--- src/rtl/atetris_romdl_pkg.sv ---
// ROM download transmitter: shared FSM state type, address-space constants and bank meaning.
// Latency: n/a (types and constants only).
// Backpressure: n/a.
package atetris_romdl_pkg;

    // Transmitter FSM states
    typedef enum logic [2:0] {
        ST_IDLE = 3'd0,
        ST_WAIT = 3'd1,
        ST_STRB = 3'd2,
        ST_GAP  = 3'd3,
        ST_FIN  = 3'd4
    } romdl_state_t;

    // ROMAD width and full image size (64K program + 64K character ROM)
    localparam int ATETRIS_ROM_AW      = 17;
    localparam int ATETRIS_IMAGE_BYTES = 131072;

    // Meaning of ROMAD[16]: which DLROM the byte lands in
    localparam logic ATETRIS_PRG_BANK = 1'b0;
    localparam logic ATETRIS_CHR_BANK = 1'b1;

    // Larger of two elaboration-time integers (used to size the timer)
    function automatic int romdl_max(input int a, input int b);
        return (a > b) ? a : b;
    endfunction

endpackage

--- src/rtl/atetris_romdl_timer.sv ---
// Loadable down-counter with a zero flag; times the strobe and gap phases.
// Latency: load takes effect next cycle; zero is combinational from the count.
// Backpressure: none; counts down freely and parks at zero.
module atetris_romdl_timer #(
    parameter int TW = 2
) (
    input  logic          ROMCL,
    input  logic          RESET_N,
    input  logic          load,
    input  logic [TW-1:0] load_val,
    output logic          zero
);

    logic [TW-1:0] cnt_q;

    // Load on phase entry, otherwise count down to zero and hold there
    always_ff @(posedge ROMCL or negedge RESET_N) begin
        if (!RESET_N) begin
            cnt_q <= '0;
        end else if (load) begin
            cnt_q <= load_val;
        end else if (cnt_q != '0) begin
            cnt_q <= cnt_q - 1'b1;
        end
    end

    assign zero = (cnt_q == '0);

endmodule

--- src/rtl/atetris_romdl_tx.sv ---
// ROM download bus transmitter: byte stream in, sequential ROMAD/ROMDT with one ROMEN strobe per byte.
// Latency: ROMEN rises the cycle after accept, high STRB_CYC cycles, then GAP_CYC low cycles before next accept.
// Backpressure: IN_READY low during strobe/gap/idle and in a START cycle; optional checksum under ATETRIS_ROMDL_CKSUM_EN.
module atetris_romdl_tx
    import atetris_romdl_pkg::*;
#(
    parameter int AW          = ATETRIS_ROM_AW,
    parameter int IMAGE_BYTES = ATETRIS_IMAGE_BYTES,
    parameter int STRB_CYC    = 2,
    parameter int GAP_CYC     = 1
) (
    input  logic          ROMCL,
    input  logic          RESET_N,
    input  logic          START,
    input  logic          IN_VALID,
    input  logic [7:0]    IN_DATA,
    output logic          IN_READY,
    output logic [AW-1:0] ROMAD,
    output logic [7:0]    ROMDT,
    output logic          ROMEN,
    output logic          BUSY,
    output logic          DONE,
    output logic          OVF,
    output logic [15:0]   CKSUM
);

    // Timer wide enough to hold the longer of the two phase lengths minus one
    localparam int TW = romdl_max($clog2(romdl_max(STRB_CYC, GAP_CYC)), 1);
    localparam logic [TW-1:0] STRB_LD  = TW'(STRB_CYC - 1);
    localparam logic [TW-1:0] GAP_LD   = TW'(GAP_CYC - 1);
    localparam logic [AW:0]   LAST_CNT = (AW + 1)'(IMAGE_BYTES);

    // Reject illegal configurations at elaboration
    if (STRB_CYC < 1) begin : g_bad_strb
        $error("atetris_romdl_tx: STRB_CYC must be >= 1");
    end
    if (GAP_CYC < 1) begin : g_bad_gap
        $error("atetris_romdl_tx: GAP_CYC must be >= 1");
    end
    if (IMAGE_BYTES < 1 || IMAGE_BYTES > (2 ** AW)) begin : g_bad_image
        $error("atetris_romdl_tx: IMAGE_BYTES must be in 1..2^AW");
    end

    romdl_state_t  state_q;
    logic          in_ready_q;
    logic [AW-1:0] romad_q;
    logic [7:0]    romdt_q;
    logic          romen_q;
    logic          busy_q;
    logic          done_q;
    logic          ovf_q;
    logic [AW:0]   count_q;
    logic          accept;
    logic          tmr_load;
    logic [TW-1:0] tmr_val;
    logic          tmr_zero;

    // START wins over any handshake in the same cycle
    assign IN_READY = in_ready_q & ~START;
    assign accept   = IN_VALID & IN_READY;

    // Load the timer on entry to STRB (from an accept) and on entry to GAP
    always_comb begin
        tmr_load = 1'b0;
        tmr_val  = STRB_LD;
        if (state_q == ST_WAIT && accept) begin
            tmr_load = 1'b1;
            tmr_val  = STRB_LD;
        end else if (state_q == ST_STRB && tmr_zero) begin
            tmr_load = 1'b1;
            tmr_val  = GAP_LD;
        end
    end

    atetris_romdl_timer #(
        .TW (TW)
    ) u_timer (
        .ROMCL    (ROMCL),
        .RESET_N  (RESET_N),
        .load     (tmr_load),
        .load_val (tmr_val),
        .zero     (tmr_zero)
    );

    // Transfer FSM with registered bus outputs, byte counter and sticky flags
    always_ff @(posedge ROMCL or negedge RESET_N) begin
        if (!RESET_N) begin
            state_q    <= ST_IDLE;
            in_ready_q <= 1'b0;
            romad_q    <= '0;
            romdt_q    <= '0;
            romen_q    <= 1'b0;
            busy_q     <= 1'b0;
            done_q     <= 1'b0;
            ovf_q      <= 1'b0;
            count_q    <= '0;
        end else if (START) begin
            // Abort whatever is in flight, including a strobe, and restart at 0
            state_q    <= ST_WAIT;
            in_ready_q <= 1'b1;
            romad_q    <= '0;
            romen_q    <= 1'b0;
            busy_q     <= 1'b1;
            done_q     <= 1'b0;
            ovf_q      <= 1'b0;
            count_q    <= '0;
        end else begin
            case (state_q)
                ST_IDLE: begin
                    in_ready_q <= 1'b0;
                end
                ST_WAIT: begin
                    if (accept) begin
                        state_q    <= ST_STRB;
                        in_ready_q <= 1'b0;
                        romdt_q    <= IN_DATA;
                        romen_q    <= 1'b1;
                        count_q    <= count_q + 1'b1;
                    end
                end
                ST_STRB: begin
                    if (tmr_zero) begin
                        state_q <= ST_GAP;
                        romen_q <= 1'b0;
                    end
                end
                ST_GAP: begin
                    if (tmr_zero) begin
                        in_ready_q <= 1'b1;
                        if (count_q == LAST_CNT) begin
                            // Last byte written: address holds, image complete
                            state_q <= ST_FIN;
                            busy_q  <= 1'b0;
                            done_q  <= 1'b1;
                        end else begin
                            state_q <= ST_WAIT;
                            romad_q <= romad_q + 1'b1;
                        end
                    end
                end
                ST_FIN: begin
                    // Surplus bytes are swallowed and flagged, never written
                    if (accept) begin
                        ovf_q <= 1'b1;
                    end
                end
                default: begin
                    state_q    <= ST_IDLE;
                    in_ready_q <= 1'b0;
                    romen_q    <= 1'b0;
                    busy_q     <= 1'b0;
                end
            endcase
        end
    end

`ifdef ATETRIS_ROMDL_CKSUM_EN
    logic [15:0] cksum_q;

    // Running byte sum of written bytes, restarted by START
    always_ff @(posedge ROMCL or negedge RESET_N) begin
        if (!RESET_N) begin
            cksum_q <= '0;
        end else if (START) begin
            cksum_q <= '0;
        end else if (state_q == ST_WAIT && accept) begin
            cksum_q <= cksum_q + {8'h00, IN_DATA};
        end
    end

    assign CKSUM = cksum_q;
`else
    assign CKSUM = 16'h0000;
`endif

    assign ROMAD = romad_q;
    assign ROMDT = romdt_q;
    assign ROMEN = romen_q;
    assign BUSY  = busy_q;
    assign DONE  = done_q;
    assign OVF   = ovf_q;

endmodule
--- config.mk ---
export PLATFORM = sky130hd
export DESIGN_NAME = atetris_romdl_tx
export DESIGN_NICKNAME = d
export VERILOG_FILES = /design/src/rtl/atetris_romdl_pkg.sv /design/src/rtl/atetris_romdl_timer.sv /design/src/rtl/atetris_romdl_tx.sv
export SDC_FILE = /design/constraint.sdc
export NUM_CORES = 1
export LEC_CHECK = 0
export ABC_AREA = 1
export CORE_AREA = 2 2 104 96
export DETAILED_ROUTE_END_ITERATION = 10
export DIE_AREA = 0 0 106 98
export GPL_TIMING_DRIVEN = 0
export PLACE_DENSITY = 0.56
export SLEW_MARGIN = 10
export SYNTH_ARGS = -nofsm -noshare
export SYNTH_HDL_FRONTEND = slang
export SYNTH_SLANG_ARGS = --single-unit
--- constraint.sdc ---
create_clock -name ROMCL -period 1.5 [get_ports ROMCL]
set_input_delay 0.375 -clock ROMCL [delete_from_list [all_inputs] [get_ports ROMCL]]
set_output_delay 0.375 -clock ROMCL [all_outputs]
set_load 0.05 [all_outputs]
## Word level (Yosys, flattened, before mapping)

Cells that the tools add are included.

| operators by class | value |
|---|---|
| add/subtract/negate cells | 3 |
| $mul | 0 |
| div/mod/pow operators | 0 |
| order comparisons | 0 |
| equality and inequality tests | 15 |
| shifts and indexed selects | 0 |
| mux-type cells | 37 |
| bitwise operators | 4 |
| reductions and logical operators | 21 |

Operator list:

| operator | number |
|---|---|
| 17-bit 2-to-1 mux | 4 |
| 18-bit 2-to-1 mux | 3 |
| 1-bit 2-to-1 mux | 21 |
| 18-bit by 1-bit adder with 18-bit output (second input constant) | 1 |
| 18-bit equality test (second input constant) | 1 |
| 3-bit AND reduction | 6 |
| 17-bit by 1-bit adder with 17-bit output (second input constant) | 1 |
| 3-bit 2-to-1 mux | 5 |
| 3-bit inequality test (second input constant) | 4 |
| 3-bit case mux with 4 select lines | 1 |
| 2-bit nonzero test | 5 |
| 2-bit by 1-bit inequality test with 1-bit output (second input constant) | 4 |
| 3-bit by 2-bit equality test with 1-bit output (second input constant) | 2 |
| 1-bit case mux with 3 select lines | 2 |
| 2-bit inequality test (second input constant) | 2 |
| 2-bit AND reduction | 2 |
| 4-bit AND reduction | 1 |
| 2-bit OR reduction | 2 |
| 4-bit OR reduction | 1 |
| 3-bit by 1-bit equality test with 1-bit output (second input constant) | 1 |
| 3-bit equality test (second input constant) | 1 |
| 3-bit logical NOT | 1 |
| 3-bit OR reduction | 1 |
| 1-bit bitwise AND | 2 |
| other kinds (4) | 6 |

| word-level totals | value |
|---|---|
| register bits | 52 |
| latch bits | 0 |
| bits in writable memories | 0 |
| bits in read-only memories | 0 |
| input bits | 12 |
| output and inout port bits | 46 |
| logic and storage cells | 90 |
| memories kept | 0 |

## Depth between registers and ports, before layout

Gate-level depths: netlist (run 1).

| logic depth | value |
|---|---|
| depth after elaboration | 6 |
| gate-level depth with buffers | 12 |
| mapped depth without buffers | 11 |

## By module

Synthesis (run 1) repeated with hierarchy kept, for this count alone.

| second synthesis, totals | value |
|---|---|
| cell total of the unflattened synthesis | 419 |
| area, all modules | 3,100.5 um^2 |

Modules (own cells, without submodules):

| module | times used | cells each | area an instance (um^2) | sequential area each (um^2) |
|---|---|---|---|---|
| atetris_romdl_tx | 1 | 415 | 3,064.2 | 1,276.2 |
| atetris_romdl_timer | 1 | 4 | 36.3 | 25.0 |

## Worst setup path after synthesis (run 1)

OpenSTA, ideal clock, no wires.

| path | value |
|---|---|
| path kind | flip-flop to flip-flop |
| start point | reg romad_q[1] (netlist: ROMAD[1]) |
| end point | reg romad_q[16] (netlist: ROMAD[16]) |
| setup time | 66 ps |
| arrival time | 1,659 ps |
| required time | 1,434 ps |
| setup slack | -226 ps |
| cell stages (with the launch flop) | 9 |
| path buffers | 0 |
| clock period less this slack | 1,726 ps |
| cell sequence | dfrtp_1 ha_1 nand2_1 nor2_2 nand2_1 nor2_1 xor2_1 nand3_1 nand2_1 |

| on the way | value |
|---|---|
| longest elaborated chain between the ends | 5 |

RTL lines:

| element | line | source |
|---|---|---|
| start, declared | atetris_romdl_tx.sv:46 | `logic [AW-1:0] romad_q;` |
| start signal, assigned | atetris_romdl_tx.sv:137 | `romad_q <= romad_q + 1'b1;` |
| 17-bit by 1-bit adder with 17-bit output | atetris_romdl_tx.sv:137 |  |
| 17-bit 2-to-1 mux | atetris_romdl_tx.sv:130 | `if (count_q == LAST_CNT) begin` |
| 17-bit 2-to-1 mux | atetris_romdl_tx.sv:128 | `if (tmr_zero) begin` |
| 17-bit 2-to-1 mux | atetris_romdl_tx.sv:108 | `case (state_q)` |
| 17-bit 2-to-1 mux | atetris_romdl_tx.sv:97 | `end else if (START) begin` |

No other way between the ends. The select of a mux whose other input is x is not followed.
A chain may end at the register's enable or synchronous reset.

## Worst setup path in the final report (run 1)

| path | value |
|---|---|
| start point | reg count_q[1] |
| end point | reg romad_q[4] (netlist: ROMAD[4]) |

| on the way | value |
|---|---|
| longest elaborated chain between the ends | 3 |

RTL lines:

| element | line | source |
|---|---|---|
| start, declared | atetris_romdl_tx.sv:52 | `logic [AW:0] count_q;` |
| start signal, assigned | atetris_romdl_tx.sv:118 | `count_q <= count_q + 1'b1;` |
| 18-bit equality test | atetris_romdl_tx.sv:130 |  |
| 2-bit inequality test (no source line) | - |  |
| 3-bit AND reduction (no source line) | - |  |

No other way between the ends.

==> results of run 1 <==
## per-layer routing
metal | up-vias | wire length, µm
li1 | 1519 | -
met1 | 1391 | 3958
met2 | 55 | 3438
met3 | 9 | 281
met4 | 0 | 89
met5 | - | 0
## cells by family (layout without fill, tap and decap cells)
family          after synthesis  in the layout
compound gates               36             36
xor+xnor                     12             12
fa+ha+maj                     3              3
buf+inv                      69            137
flops                        52             52
other cells                   1             16
simple gates                266            266
## power groups by stage
stage / Sequential (mW) / Combinational, mW / Clock [mW]
detailed placement: 1.75 / 1.77 / 0
CTS: 1.72 / 1.95 / 1.08
global placement: 1.75 / 1.76 / 0
finish: 1.72 / 1.99 / 1.04
floorplan: 2.19 / 0.792 / 0
global route: 1.75 / 2.17 / 1.13
## timing repair
action / in CTS / in global routing
endpoints found under the setup margin: 78 / 43
pin swaps: 14 / 11
cloned: 1 / 0
resized for setup: 151 / 19
hold buffers: 0 / 0
buffers inserted: 11 / 7
hold endpoints to repair: 0 / 0
## sequential cells by signal, summed over array words and instances, names as in the netlist
register and flops:
count_q 18, ROMAD 17, ROMDT 8, state_q 3
BUSY 1, DONE 1, OVF 1, ROMEN 1
in_ready_q 1, u_timer.cnt_q 1
## worst min-delay path by stage
stage                                 end
global placement     ROMDT[7]$_DFFE_PN0P_
global route         ROMDT[1]$_DFFE_PN0P_
floorplan                BUSY$_DFFE_PN0P_
finish              ROMAD[15]$_DFFE_PN0P_
CTS                  ROMDT[1]$_DFFE_PN0P_
detailed placement   ROMDT[1]$_DFFE_PN0P_
## cell usage after synthesis
cell         n
a21oi_1      6
a31oi_1      2
buf_1        1
buf_2        4
buf_4       18
buf_6        1
clkbuf_1     1
conb_1       1
dfrtp_1     52
ha_1         3
inv_1       37
inv_2        7
nand2_1    133
nand2_2      7
nand2_4      1
nand3_1     36
nand3_2      5
nand4_1      9
nor2_1      60
nor2_2       5
nor2_4       5
nor3_1       4
nor3_4       1
o21ai_0     12
o21ai_1     12
o21ai_2      2
o21bai_1     1
o2bb2ai_1    1
xnor2_1      2
xor2_1      10
## layout make-up
| cell class | count | area, µm² | share of cell area (%) |
|---|---|---|---|
| clock inverters | 2 | 38.79 | 0.9304 |
| inverters | 44 | 172.7 | 4.142 |
| flip-flops and latches | 52 | 1313 | 31.48 |
| plain buffers | 25 | 177.7 | 4.262 |
| repair buffers | 60 | 503.0 | 12.06 |
| clock buffers | 6 | 82.58 | 1.981 |
| multi-input cells | 333 | 1724 | 41.36 |
| well taps | 126 | 157.7 | 3.782 |
## per-stage QoR
stage	power [mW]	area (µm²)	setup WS [ns]	setup TNS (ns)	util, %
final	4.755	4169	-0.01468	-0.02886	44.34
after global routing	5.048	4169	-0.1105	-1.859	44.34
after CTS	4.749	4106	-0.03864	-0.1717	43.68
after detailed placement	3.522	3836	-0.7795	-22.16	40.80
after global placement	3.511	3821	-1.868	-109.51	40.64
after floorplan	2.986	3253	-0.005671	-0.005671	-
==> flow_metrics.py, run 1 <==
metrics = {
    "run_status": {
        "outcome": "finished with violations",
        "violations": "negative hold slack, negative setup slack",
    },
    "timing": {
        "timing.hold.ws_ns": -0.003986,
        "hold_violations": 14,
        "post-route-min-period_ns": 1.515,
        "fin_ws_ns": -0.01468,
        "fmax_ghz": 0.6602,
        "period_share_pct": 101.0,
        "clock_skew_ns": 0.01324,
        "setup_viol": 4,
        "worstMarginPinSlew_ns": 0.5651,
        "maxSlewViolCount": 0,
        "grt_setup_unrepaired": "yes",
        "max-slew-margin-rel_pct": 62.32,
    },
    "yosys": {
        "synthAdderAreaFrac_pct": 1.183,
        "synthTopCellsByArea": "dfrtp_1 (41%), nand2_1 (16%), nor2_1 (7.1%)",
        "synth_top_family_by_area": "simple AND/OR/NAND/NOR gates",
        "ys_types": 30,
        "synth_top_area_cell": "dfrtp_1",
        "avgSynthCellArea_um2": 7.228,
        "synth_xor_area_share_pct": 3.312,
        "ys_seq_area_share_pct": 41.01,
        "synthSimpleGateAreaFrac_pct": 37.50,
        "synth_seq_cells": 52,
        "ys_warn_count": 0,
        "netlist_instances": 439,
        "synth_compound_area_share_pct": 6.191,
        "netlist_area_mm2": 0.003173,
        "synthMuxAreaShare_pct": 0,
        "synth_top_area_share_pct": 41.01,
    },
    "global_route": {
        "grt_pass1_wl_um": 13310,
        "use_met3_pct": 2.804,
        "grt_max_degree": 35,
        "top_usage_layer": "met2",
        "use_met2_pct": 25.36,
        "grt-ovfl-total": 0,
        "grt_pass1_vias": 2916,
        "use_met1_pct": 21.81,
        "antenna_found_initial": 0,
        "grtUsageTotal_pct": 15.69,
    },
    "cts": {
        "cts_buffers": 5,
        "insertion_delay_ns": 0.31,
        "cts_tree": "built",
        "htree_levels": 2,
        "clkSlewWorstSetupHoldPaths_ns": 0.11,
        "cts.path.max_buffers": 2,
        "numClockSinks": 52,
        "cts_root_buf": "clkbuf_8",
    },
    "worst_setup_path": {
        "cp-startpoint": "count_q[1]$_DFFE_PN0P_",
        "rr_worst_depth": 12,
        "slowest_delay_ns": 0.40,
        "path_class": "reg -> reg",
        "critPathMostFrequentCell": "inv_2",
        "end_kind": "flop",
        "path_buf_inv": 4,
        "crit_required_ns": 1.70,
        "path_delay_family": "simple AND/OR/NAND/NOR gates",
        "cp_num_cells": 12,
        "critPathLaunchType": "flop",
        "rrSetupSlack_ns": -0.01,
        "r2r_start": "count_q[1]$_DFFE_PN0P_",
        "crit_end": "ROMAD[4]$_DFFE_PN0P_",
        "r2r_end": "ROMAD[4]$_DFFE_PN0P_",
        "crit_slowest_cell": "dfrtp_1",
        "path_max_fanout": 5,
        "worstPathArrival_ns": 1.72,
        "cp_cell_sequence": "inv_2 -> ha_4 -> inv_2 -> nor2_2 -> nand3_2 -> inv_2 -> nand3_4 -> nand2_4 -> nand2_4 -> buf_6 -> nand2_2 -> nand2_1",
    },
    "power_and_ir_drop": {
        "pwr-share-seq_pct": 36.2,
        "internal_power_mw": 2.783,
        "combPwrFrac_pct": 41.9,
        "switching_share_pct": 41.48,
        "clock_power_share_pct": 21.9,
        "p_switching_mw": 1.972,
        "ir_drop_mv": 0.8885,
        "powerDensity_mw_per_mm2": 1141,
        "power_leakage_nw": 2.017,
    },
    "placement": {
        "dpl.hpwl_um": 5512,
        "dp.cells": 622,
        "globalplace.congestion": 0.8435,
        "portBuffers": 41,
    },
    "floorplan": {
        "placement_rows": 34,
        "chipHeight_um": 98,
        "start_util_pct": 33.75,
        "core_mm2": 0.009402,
        "pin_count": 58,
        "dieWidth_um": 106,
        "die_area_mm2": 0.01039,
    },
    "cells_and_area": {
        "area.growth.synth_to_final_pct": 31.39,
        "final_nets": 536,
        "final_cells": 648,
        "drive_gt1_share_pct": 28.93,
        "antenna_cells": 0,
        "fillerInstances": 964,
        "final_common_cell": "nand2_1",
        "layout_common_cells": "nand2_1 (123), nor2_1 (54), dfrtp_1 (43), inv_1 (34), buf_4 (34)",
    },
    "routing": {
        "wirelength_um": 7767,
        "postRouteAntennaNets": 0,
        "viasPerCell": 4.590,
        "route.detailed.drc": 0,
        "initialDrtViolationCount": 130,
        "dr.pass1.iters": 4,
        "dr_total_vias": 2974,
        "wl_per_cell_um": 11.99,
    },
    "flow_run": {
        "drv_cap": 0,
    },
    "min_path": {
        "hp-class": "in -> async",
    },
}
No activity file was read; power rests on OpenSTA's default activity.
==> inputs of run 2 (changes only) <==
--- a/config.mk
+++ b/config.mk
@@ -6,11 +6,12 @@
 export NUM_CORES = 1
 export LEC_CHECK = 0
 export ABC_AREA = 1
-export CORE_AREA = 2 2 104 96
+export CORE_AREA = 2 2 92 85
 export DETAILED_ROUTE_END_ITERATION = 10
-export DIE_AREA = 0 0 106 98
+export DIE_AREA = 0 0 94 87
+export GPL_ROUTABILITY_DRIVEN = 0
 export GPL_TIMING_DRIVEN = 0
-export PLACE_DENSITY = 0.56
+export PLACE_DENSITY = 0.7
 export SLEW_MARGIN = 10
 export SYNTH_ARGS = -nofsm -noshare
 export SYNTH_HDL_FRONTEND = slang
==> run 2 against run 1 <==
The run ends with negative setup slack left. Routed wire length is 1.1% lower. Sequential share of layout area up 0.25 points. Combinational power grew 2%. Clock power fell by 7%. Design area is 0.78% lower. Critical path depth stayed put. First-iteration DRC count is 17% lower. Sequential cell count did not move. Critical path type unchanged. Largest power group unchanged.
==> flow_metrics.py, run 2 (synthesis results as in run 1) <==
metrics = {
    "floorplan": {
        "dieWidth_um": 94,
        "core_mm2": 0.007320,
        "chipHeight_um": 87,
        "start_util_pct": 43.35,
        "pin_count": 58,
        "die_area_mm2": 0.008178,
        "placement_rows": 30,
    },
    "cts": {
        "clkSlewWorstSetupHoldPaths_ns": 0.09,
        "cts_buffers": 5,
        "cts_hold_buf": 0,
        "cts.path.max_buffers": 2,
        "cts_root_buf": "clkbuf_8",
        "numClockSinks": 52,
        "htree_levels": 2,
        "insertion_delay_ns": 0.31,
        "cts_tree": "built",
    },
    "placement": {
        "pre_cts_ws_ns": -0.7709,
        "dpl_cell_area_mm2": 0.003799,
        "portBuffers": 41,
        "dpl.hpwl_um": 5427,
        "dp.cells": 592,
    },
    "power_and_ir_drop": {
        "ir_drop_mv": 0.8653,
        "power_leakage_nw": 2.015,
        "powerDensity_mw_per_mm2": 1140,
        "power_mw": 4.717,
    },
    "cells_and_area": {
        "drive_gt1_share_pct": 28.82,
        "final_cells": 620,
        "antenna_cells": 0,
        "regMostFlops": "count_q",
        "layout_common_cells": "nand2_1 (122), nor2_1 (57), dfrtp_1 (43), buf_4 (35), inv_1 (34)",
        "largest_register_ffs": 18,
        "area.growth.synth_to_final_pct": 30.36,
        "finish.utilization_pct": 56.51,
        "final_cell_area_mm2": 0.004136,
        "final_common_cell": "nand2_1",
        "final_nets": 538,
    },
    "timing": {
        "clock_skew_ns": 0.004364,
        "timing.hold.ws_ns": 0.04757,
        "hold_violations": 0,
        "period_share_pct": 103.3,
        "maxSlewViolCount": 0,
        "setup_viol": 11,
        "fin_ws_ns": -0.04953,
        "max-slew-margin-rel_pct": 61.97,
        "post-route-min-period_ns": 1.550,
        "worstMarginPinSlew_ns": 0.5704,
        "tns_ns": -0.2670,
        "fmax_ghz": 0.6454,
        "grt_setup_unrepaired": "yes",
    },
    "worst_setup_path": {
        "path_max_fanout": 5,
        "path_class": "reg -> reg",
        "worstPathArrival_ns": 1.75,
        "end_kind": "flop",
        "rr_worst_depth": 12,
        "crit_required_ns": 1.71,
        "critPathLaunchType": "flop",
    },
    "run_status": {
        "violations": "negative setup slack",
        "outcome": "finished with violations",
    },
    "routing": {
        "dr_total_vias": 2998,
        "postRouteAntennaNets": 0,
        "wirelength_um": 7681,
        "dr.pass1.iters": 4,
        "initialDrtViolationCount": 108,
        "route.detailed.drc": 0,
        "wl_per_cell_um": 12.39,
        "viasPerCell": 4.835,
    },
    "global_route": {
        "grt_max_degree": 30,
        "grt_pass1_wl_um": 12930,
        "grt_pass1_vias": 2811,
        "antenna_found_initial": 0,
        "grtUsageTotal_pct": 20.02,
        "grt-ovfl-total": 0,
    },
    "min_path": {
        "hp-class": "in -> async",
    },
    "flow_run": {
        "drv_cap": 0,
    },
}
run 2: path summary, 6_finish.rpt:
check                                       start  slack [ns]                   end
min in group ROMCL           ROMDT[3]$_DFFE_PN0P_        0.48  ROMDT[3]$_DFFE_PN0P_
max reg2reg                count_q[0]$_DFFE_PN0P_       -0.05  ROMAD[4]$_DFFE_PN0P_
max                        count_q[0]$_DFFE_PN0P_       -0.05  ROMAD[4]$_DFFE_PN0P_
min reg2reg                  ROMDT[3]$_DFFE_PN0P_        0.48  ROMDT[3]$_DFFE_PN0P_
min                                       RESET_N        0.05  ROMDT[2]$_DFFE_PN0P_
max in group asynchronous                 RESET_N        0.88  ROMAD[6]$_DFFE_PN0P_
run 2: report_power, final:
group / total, mW / leakage, nW / internal, mW / switching [mW]
sequential: 1.71 / 0.688 / 1.58 / 0.130
clock: 0.968 / 0.0541 / 0.494 / 0.474
combinational: 2.03 / 1.27 / 0.683 / 1.35
run 2: worst max-delay path: stages, from the launching register on:
cell and delay [ns]:
dfrtp_1 0.41, inv_2 0.09, ha_4 0.13, inv_2 0.03
nor2_2 0.08, nand3_2 0.11, inv_2 0.09, nand3_4 0.07
nand2_4 0.11, nand2_4 0.08, buf_6 0.15, nand2_2 0.06
nand2_2 0.04
run 2: repair_timing:
item                       in CTS  in global routing
pin swaps                      11                  9
buffers inserted               13                  6
gates resized for setup       151                 21
gates cloned                    1                  0
setup endpoints to repair      76                 34
run 2: area by class of cell:
class	instances	area, µm²
Multi-Input combinational cell	333	1723
Fill cell	650	3183
Inverter	44	170.2
Clock inverter	3	42.54
Sequential cell	52	1313
Tap cell	96	120.1
Timing Repair Buffer	62	519.2
Buffer	25	180.2
Clock buffer	5	68.82
run 2: metal layers:
metal	share of wire, %	GRT usage [%]	up-vias
met3	5.5	3.810	10
li1	-	-	1527
met2	48	33.90	79
met5	0	0	-
met4	1.5	5.665	0
met1	45	26.28	1382
==> inputs of run 3 (changes only) <==
--- a/config.mk
+++ b/config.mk
@@ -6,6 +6,7 @@
 export NUM_CORES = 1
 export LEC_CHECK = 0
 export ABC_AREA = 1
+export ABC_CLOCK_PERIOD_IN_PS = 1500
 export CORE_AREA = 2 2 92 85
 export DETAILED_ROUTE_END_ITERATION = 10
 export DIE_AREA = 0 0 94 87
==> results of run 3 <==
The final DEF is identical to that of run 2; final timing and power are the same.
